File: config.mk
export PLATFORM = sky130hd
export DESIGN_NAME = pixel_fb_writer
export DESIGN_NICKNAME = d
export VERILOG_FILES = /design/src/rtl/pixel_fb_writer.sv
export SDC_FILE = /design/constraint.sdc
export NUM_CORES = 1
export LEC_CHECK = 0
export CORE_MARGIN = 4
export CORE_UTILIZATION = 55
export DETAILED_ROUTE_END_ITERATION = 12
export GPL_TIMING_DRIVEN = 0
export PLACE_DENSITY = 0.75
export SYNTH_ARGS = -nofsm -noshare
export SYNTH_HDL_FRONTEND = slang
export SYNTH_SLANG_ARGS = --single-unit
File: constraint.sdc
create_clock -name clk -period 8.07 [get_ports clk]
set_input_delay 1.2105 -clock clk [delete_from_list [all_inputs] [get_ports clk]]
set_output_delay 1.2105 -clock clk [all_outputs]
set_load 0.05 [all_outputs]
File: src/rtl/pixel_fb_writer.sv
// Pixel FIFO plus framebuffer write generator with raster addressing and valid/ready handshake.
// Optional build macro FB_VFLIP_EN: rows are written bottom-up (BMP order) instead of top-down.
module pixel_fb_writer #(
    parameter int unsigned H_RES      = 320,
    parameter int unsigned V_RES      = 240,
    parameter int unsigned ADDR_W     = 17,
    parameter int unsigned FIFO_DEPTH = 8
) (
    input  logic              clk,
    input  logic              reset_n,
    input  logic              frame_start,
    input  logic [15:0]       pixel_data,
    input  logic              pixel_valid,
    output logic [ADDR_W-1:0] fb_addr,
    output logic [15:0]       fb_wdata,
    output logic              fb_we,
    input  logic              fb_ready,
    output logic              busy,
    output logic              frame_done,
    output logic              overflow
);

    localparam int unsigned PTR_W = (FIFO_DEPTH > 1) ? $clog2(FIFO_DEPTH) : 1;
    localparam int unsigned CNT_W = PTR_W + 1;
    localparam int unsigned X_W   = $clog2(H_RES + 1);
    localparam int unsigned Y_W   = $clog2(V_RES + 1);

    localparam logic [X_W-1:0]    X_LAST  = X_W'(H_RES - 1);
    localparam logic [Y_W-1:0]    Y_LAST  = Y_W'(V_RES - 1);
    localparam logic [CNT_W-1:0]  CNT_MAX = CNT_W'(FIFO_DEPTH);
    localparam logic [CNT_W-1:0]  CNT_ONE = CNT_W'(1);
    localparam logic [PTR_W-1:0]  PTR_ONE = PTR_W'(1);
    localparam logic [ADDR_W-1:0] ADDR_ONE = ADDR_W'(1);
`ifdef FB_VFLIP_EN
    localparam logic [ADDR_W-1:0] FIRST_BASE = ADDR_W'((V_RES - 1) * H_RES);
    localparam logic [ADDR_W-1:0] H_STEP     = ADDR_W'(H_RES);
`else
    localparam logic [ADDR_W-1:0] FIRST_BASE = '0;
`endif

    typedef enum logic [1:0] {
        IDLE,
        WRITE,
        DONE
    } state_t;

    state_t state_q, state_d;

    logic [15:0]       mem_q [FIFO_DEPTH];
    logic [PTR_W-1:0]  rd_ptr_q, rd_ptr_d;
    logic [PTR_W-1:0]  wr_ptr_q, wr_ptr_d;
    logic [CNT_W-1:0]  count_q, count_d;
    logic [CNT_W-1:0]  count_after_pop;
    logic [X_W-1:0]    x_q, x_d;
    logic [Y_W-1:0]    y_q, y_d;
`ifdef FB_VFLIP_EN
    logic [ADDR_W-1:0] row_base_q, row_base_d;
`endif
    logic [ADDR_W-1:0] fb_addr_q, fb_addr_d;
    logic [15:0]       fb_wdata_q, fb_wdata_d;
    logic              fb_we_q, fb_we_d;
    logic              busy_q, busy_d;
    logic              frame_done_q, frame_done_d;
    logic              overflow_q, overflow_d;

    logic pop, push, full, last_pix;

    assign pop      = fb_we_q & fb_ready;
    assign full     = (count_q == CNT_MAX);
    assign last_pix = (x_q == X_LAST) && (y_q == Y_LAST);
    assign push     = (state_q == WRITE) && pixel_valid && !frame_start && (!full || pop);

    always_ff @(posedge clk or negedge reset_n) begin
        if (!reset_n) begin
            state_q <= IDLE;
        end else begin
            state_q <= state_d;
        end
    end

    always_comb begin
        state_d = state_q;
        if (frame_start) begin
            state_d = WRITE;
        end else begin
            case (state_q)
                IDLE:    state_d = IDLE;
                WRITE:   if (pop && last_pix) state_d = DONE;
                DONE:    state_d = IDLE;
                default: state_d = IDLE;
            endcase
        end
    end

    always_comb begin
        rd_ptr_d   = rd_ptr_q;
        wr_ptr_d   = wr_ptr_q;
        count_d    = count_q;
        x_d        = x_q;
        y_d        = y_q;
`ifdef FB_VFLIP_EN
        row_base_d = row_base_q;
`endif
        fb_addr_d  = fb_addr_q;
        fb_wdata_d = fb_wdata_q;
        overflow_d = overflow_q;
        count_after_pop = count_q - (pop ? CNT_ONE : '0);

        if (frame_start) begin
            rd_ptr_d   = '0;
            wr_ptr_d   = '0;
            count_d    = '0;
            x_d        = '0;
            y_d        = '0;
`ifdef FB_VFLIP_EN
            row_base_d = FIRST_BASE;
`endif
            fb_addr_d  = FIRST_BASE;
            overflow_d = 1'b0;
        end else begin
            if (pop) begin
                rd_ptr_d = rd_ptr_q + PTR_ONE;
                // Address holds on the final pixel so it never wraps past the frame.
                if (!last_pix) begin
                    if (x_q == X_LAST) begin
                        x_d = '0;
                        y_d = y_q + Y_W'(1);
`ifdef FB_VFLIP_EN
                        row_base_d = row_base_q - H_STEP;
                        fb_addr_d  = row_base_q - H_STEP;
`else
                        fb_addr_d  = fb_addr_q + ADDR_ONE;
`endif
                    end else begin
                        x_d       = x_q + X_W'(1);
                        fb_addr_d = fb_addr_q + ADDR_ONE;
                    end
                end
            end
            if (push) begin
                wr_ptr_d = wr_ptr_q + PTR_ONE;
            end
            count_d = count_after_pop + (push ? CNT_ONE : '0);
            if ((state_q == WRITE) && pixel_valid && !push) begin
                overflow_d = 1'b1;
            end
        end

        // Stage next head: bypass the incoming pixel when the FIFO drains empty this cycle.
        if (count_d != '0) begin
            if (count_after_pop == '0) begin
                fb_wdata_d = pixel_data;
            end else begin
                fb_wdata_d = mem_q[rd_ptr_d];
            end
        end

        fb_we_d      = (state_d == WRITE) && (count_d != '0);
        busy_d       = (state_d == WRITE);
        frame_done_d = (state_d == DONE);
    end

    always_ff @(posedge clk) begin
        if (push) begin
            mem_q[wr_ptr_q] <= pixel_data;
        end
    end

    always_ff @(posedge clk or negedge reset_n) begin
        if (!reset_n) begin
            rd_ptr_q     <= '0;
            wr_ptr_q     <= '0;
            count_q      <= '0;
            x_q          <= '0;
            y_q          <= '0;
`ifdef FB_VFLIP_EN
            row_base_q   <= '0;
`endif
            fb_addr_q    <= '0;
            fb_wdata_q   <= '0;
            fb_we_q      <= 1'b0;
            busy_q       <= 1'b0;
            frame_done_q <= 1'b0;
            overflow_q   <= 1'b0;
        end else begin
            rd_ptr_q     <= rd_ptr_d;
            wr_ptr_q     <= wr_ptr_d;
            count_q      <= count_d;
            x_q          <= x_d;
            y_q          <= y_d;
`ifdef FB_VFLIP_EN
            row_base_q   <= row_base_d;
`endif
            fb_addr_q    <= fb_addr_d;
            fb_wdata_q   <= fb_wdata_d;
            fb_we_q      <= fb_we_d;
            busy_q       <= busy_d;
            frame_done_q <= frame_done_d;
            overflow_q   <= overflow_d;
        end
    end

    assign fb_addr    = fb_addr_q;
    assign fb_wdata   = fb_wdata_q;
    assign fb_we      = fb_we_q;
    assign busy       = busy_q;
    assign frame_done = frame_done_q;
    assign overflow   = overflow_q;

endmodule

==> results.sh <==
export IMPL_synth_edf_count=128
export IMPL_num_rows=46
export IMPL_cp_required_ns=8.41
export IMPL_slew_headroom_pct=28.26
export IMPL_critical_path_max_fanout=10
export IMPL_numClockSinks=194
export IMPL_fmax_ghz=0.2048
export IMPL_ys_ff_latch=194
export IMPL_setup_viol=0
export IMPL_route_detailed_drc=0
export IMPL_holdPathStages=2
export IMPL_p_leak_nw=3.740
export IMPL_synthArstFlopShare_pct=34.02
export IMPL_gr_usage_all_layers_pct=27.20
export IMPL_cts_tree="done"
export IMPL_wirelength_um=24180
export IMPL_grt_max_degree=67
export IMPL_status="completed"
export IMPL_overflow=0
export IMPL_start_util_pct=56.03
export IMPL_antenna_found_initial=0
export IMPL_maxSlewViolCount=0
export IMPL_utilization_pct=65.86
export IMPL_min_path_type="register to register"
export IMPL_reg2reg_setup_slack_ns=4.29
export IMPL_slowest_stage="mux2i_1"
export IMPL_reg2regPathDepth=11
export IMPL_post_cts_setup_buffer_count=0
export IMPL_timing_rr_start="count_q[2]$_DFF_PN0_"
export IMPL_cts_root_buf="clkbuf_16"
export IMPL_drt_iter0_markers=967
export IMPL_route_detailed_vias_per_inst=6.632
export IMPL_clock_skew_ns=0.006639
export IMPL_cp_end_kind="register"
export IMPL_design_core_area_sq_um=15890
export IMPL_worst_path_buf_inv=6
export IMPL_setup_tns_ns=0
export IMPL_ant_nets=0
export IMPL_cp_cell_sequence="clkdlybuf4s50_1 > clkinv_1 > clkbuf_1 > buf_2 > nand2_1 > inv_1 > ha_1 > nor2b_1 > and3_1 > mux2i_1 > clkbuf_1 > nand3_1 > o31ai_1"
export IMPL_htree_levels=4
export IMPL_cp_arrival_ns=5.22
export IMPL_layout_drive_gt1_share_pct=8.831
export IMPL_place_gp_congestion=0.9199
export IMPL_cts_buffers=17
export IMPL_dpl_cell_area_sq_um=9893
export IMPL_first_pass_iters=5
export IMPL_die_w_um=135.2
export IMPL_design_area_sq_um=10460
export IMPL_die_area_sq_um=18280
export IMPL_power_density_nw_per_um2=289.0
export IMPL_crit_type="input port to register"
export IMPL_yosysSeqAreaShare_pct=61.74
export IMPL_reg2reg_to="fb_wdata[10]$_DFFE_PN0P_"
export IMPL_boundaryPins=58
export IMPL_final_net_count=855
export IMPL_irDropWorstVdd_mv=0.2124
export IMPL_syn_area_per_cell_sq_um=12.06
export IMPL_maxCapViolCount=0
export IMPL_hold_end="fb_wdata[5]$_DFFE_PN0P_"
export IMPL_slowest_delay_ns=0.81
export IMPL_numPortBuffers=57
export IMPL_crit_path_frequent_cell="clkbuf_1"
export IMPL_holdCritStartpoint="fb_wdata[5]$_DFFE_PN0P_"
export IMPL_rsz0062_at_grt="false"
export IMPL_wl_per_cell_um=22.94
export IMPL_clk_latency_ns=0.43
export IMPL_crit_family="buffers and inverters"
export IMPL_start_kind="input port"
export IMPL_grt_pass1_vias=7029
export IMPL_synthesis_area_sq_um=8901
export IMPL_synth_ff_type="edfxtp_1"
export IMPL_dp_hpwl_um=16590
export IMPL_syn2layout_area_growth_pct=17.54
export IMPL_dieHeight_um=135.2
export IMPL_antenna_cells=0
export IMPL_num_vias=6990
export IMPL_grt_pass1_wl_um=37610
export IMPL_clkTransAtPathRegs_ns=0.07
export IMPL_synth_warnings=0
export IMPL_netlist_cell_type_count=58
export IMPL_cts_max_path_buffers=2
export IMPL_synthesis_nets=768
export IMPL_tightest_slew_ns=1.046
export IMPL_synthesis_instances=738
export IMPL_hold_viol_final=0
export IMPL_finalCritPeriodShare_pct=60.50
export IMPL_ctsHoldBuffers=0
export IMPL_post_cts_resized=0
export IMPL_min_period_ns=4.882
## worst max-delay path by stage
stage,startpoint,end,slack (ns),cells after the start
2_1_floorplan,frame_start,mem_q[2][0]$_DFFE_PP_,3.94,5
3_3_place_gp,frame_start,mem_q[0][5]$_DFFE_PP_,1.91,6
3_5_place_dp,frame_start,fb_wdata[10]$_DFFE_PN0P_,2.53,14
4_1_cts,frame_start,fb_wdata[10]$_DFFE_PN0P_,2.98,14
5_1_grt,frame_start,fb_wdata[10]$_DFFE_PN0P_,2.97,13
6_report,frame_start,fb_wdata[10]$_DFFE_PN0P_,3.19,13
## metal layers
metal	vias up	wire length (um)	GRT usage [%]
li1	3046	-	-
met1	3432	8883	35.06
met2	430	11810	44.28
met3	82	2525	6.575
met4	0	956	11.76
met5	-	0	0
## logic make-up (layout without fill, tap and decap cells)
logic type / count (synthesis) / in the layout / share of synthesized area, %
compound gates: 229 / 229 / 19.93
xor+xnor: 10 / 10 / 1.068
fa+ha+maj: 9 / 9 / 1.265
buf+inv: 139 / 239 / 6.157
flops: 194 / 194 / 61.74
mux: 5 / 5 / 0.5623
simple gates: 152 / 152 / 9.278
## Yosys cell counts, types with 9 or more instances
master     count  area [sq um]
nor2_1        30         112.6
a41oi_1       17         148.9
clkbuf_1      36         135.1
dfrtp_1       66          1652
edfxtp_1     128          3844
inv_1         79         296.5
o21ai_0       10         50.05
a21oi_1       24         120.1
o2111ai_1     67         586.8
ha_1           9         112.6
o211ai_1      65         488.0
buf_1         12         45.04
o31ai_1       30         225.2
nand2_1       31         116.4
or4_1          9         67.56
nand3_1       26         130.1
## final cells by class
type,instances,area [sq um]
buffer,59,247.7
clock buffer,22,464.2
clock inverter,10,100.1
fill,1159,5423
inverter,80,300.3
multi-input combinational,405,2904
sequential,194,5495
tap,216,270.3
timing repair buffer,68,680.7
## registers in the layout (all words and copies together) (netlist names), 2 cells and up
register  count
mem_q       128
state_q       2
x_q           9
fb_wdata     16
count_q       4
fb_addr      17
rd_ptr_q      3
y_q           8
wr_ptr_q      3
## worst reg2reg max path, delay by kind of cell (launching register included)
| family | cells | cell delay [ns] |
|---|---|---|
| flops | 1 | 0.43 |
| buf+inv | 2 | 0.70 |
| fa+ha+maj | 1 | 0.22 |
| compound gates | 2 | 0.32 |
| mux | 1 | 0.81 |
| simple gates | 5 | 1.20 |
## per-stage QoR
stage	total power (W)	hold WS, ns	setup slack, ns	cells
global placement	0.002159	0.4868	1.909	1011
global route	0.003151	0.5565	2.972	1054
detailed placement	0.002201	0.5022	2.533	1022
CTS	0.003013	0.5172	2.983	1054
floorplan	0.001843	0.4747	3.935	738
finish	0.003023	0.5094	3.188	1054
## power by group
| part | switching [W] | total (W) | internal [W] |
|---|---|---|---|
| combinational | 0.000693 | 0.00100 | 0.000307 |
| clock | 0.000375 | 0.000821 | 0.000446 |
| sequential | 0.0000516 | 0.00120 | 0.00115 |
| total | 0.00112 | 0.00302 | 0.00190 |
## cells in the final DEF (no fill, tap or decap), drive strengths merged, types with 7 or more instances in the layout
cell type        n
buf             35
nand3           26
a21oi           24
nor2            30
edfxtp         128
a41oi           17
inv             83
and3             7
clkbuf          58
o21ai           12
nor2b            7
ha               9
clkdlybuf4s50   56
o211ai          66
o31ai           31
nand2           31
o2111ai         67
dfrtp           66
or4             11
or3              8
Power figures use the tool's default switching activity.
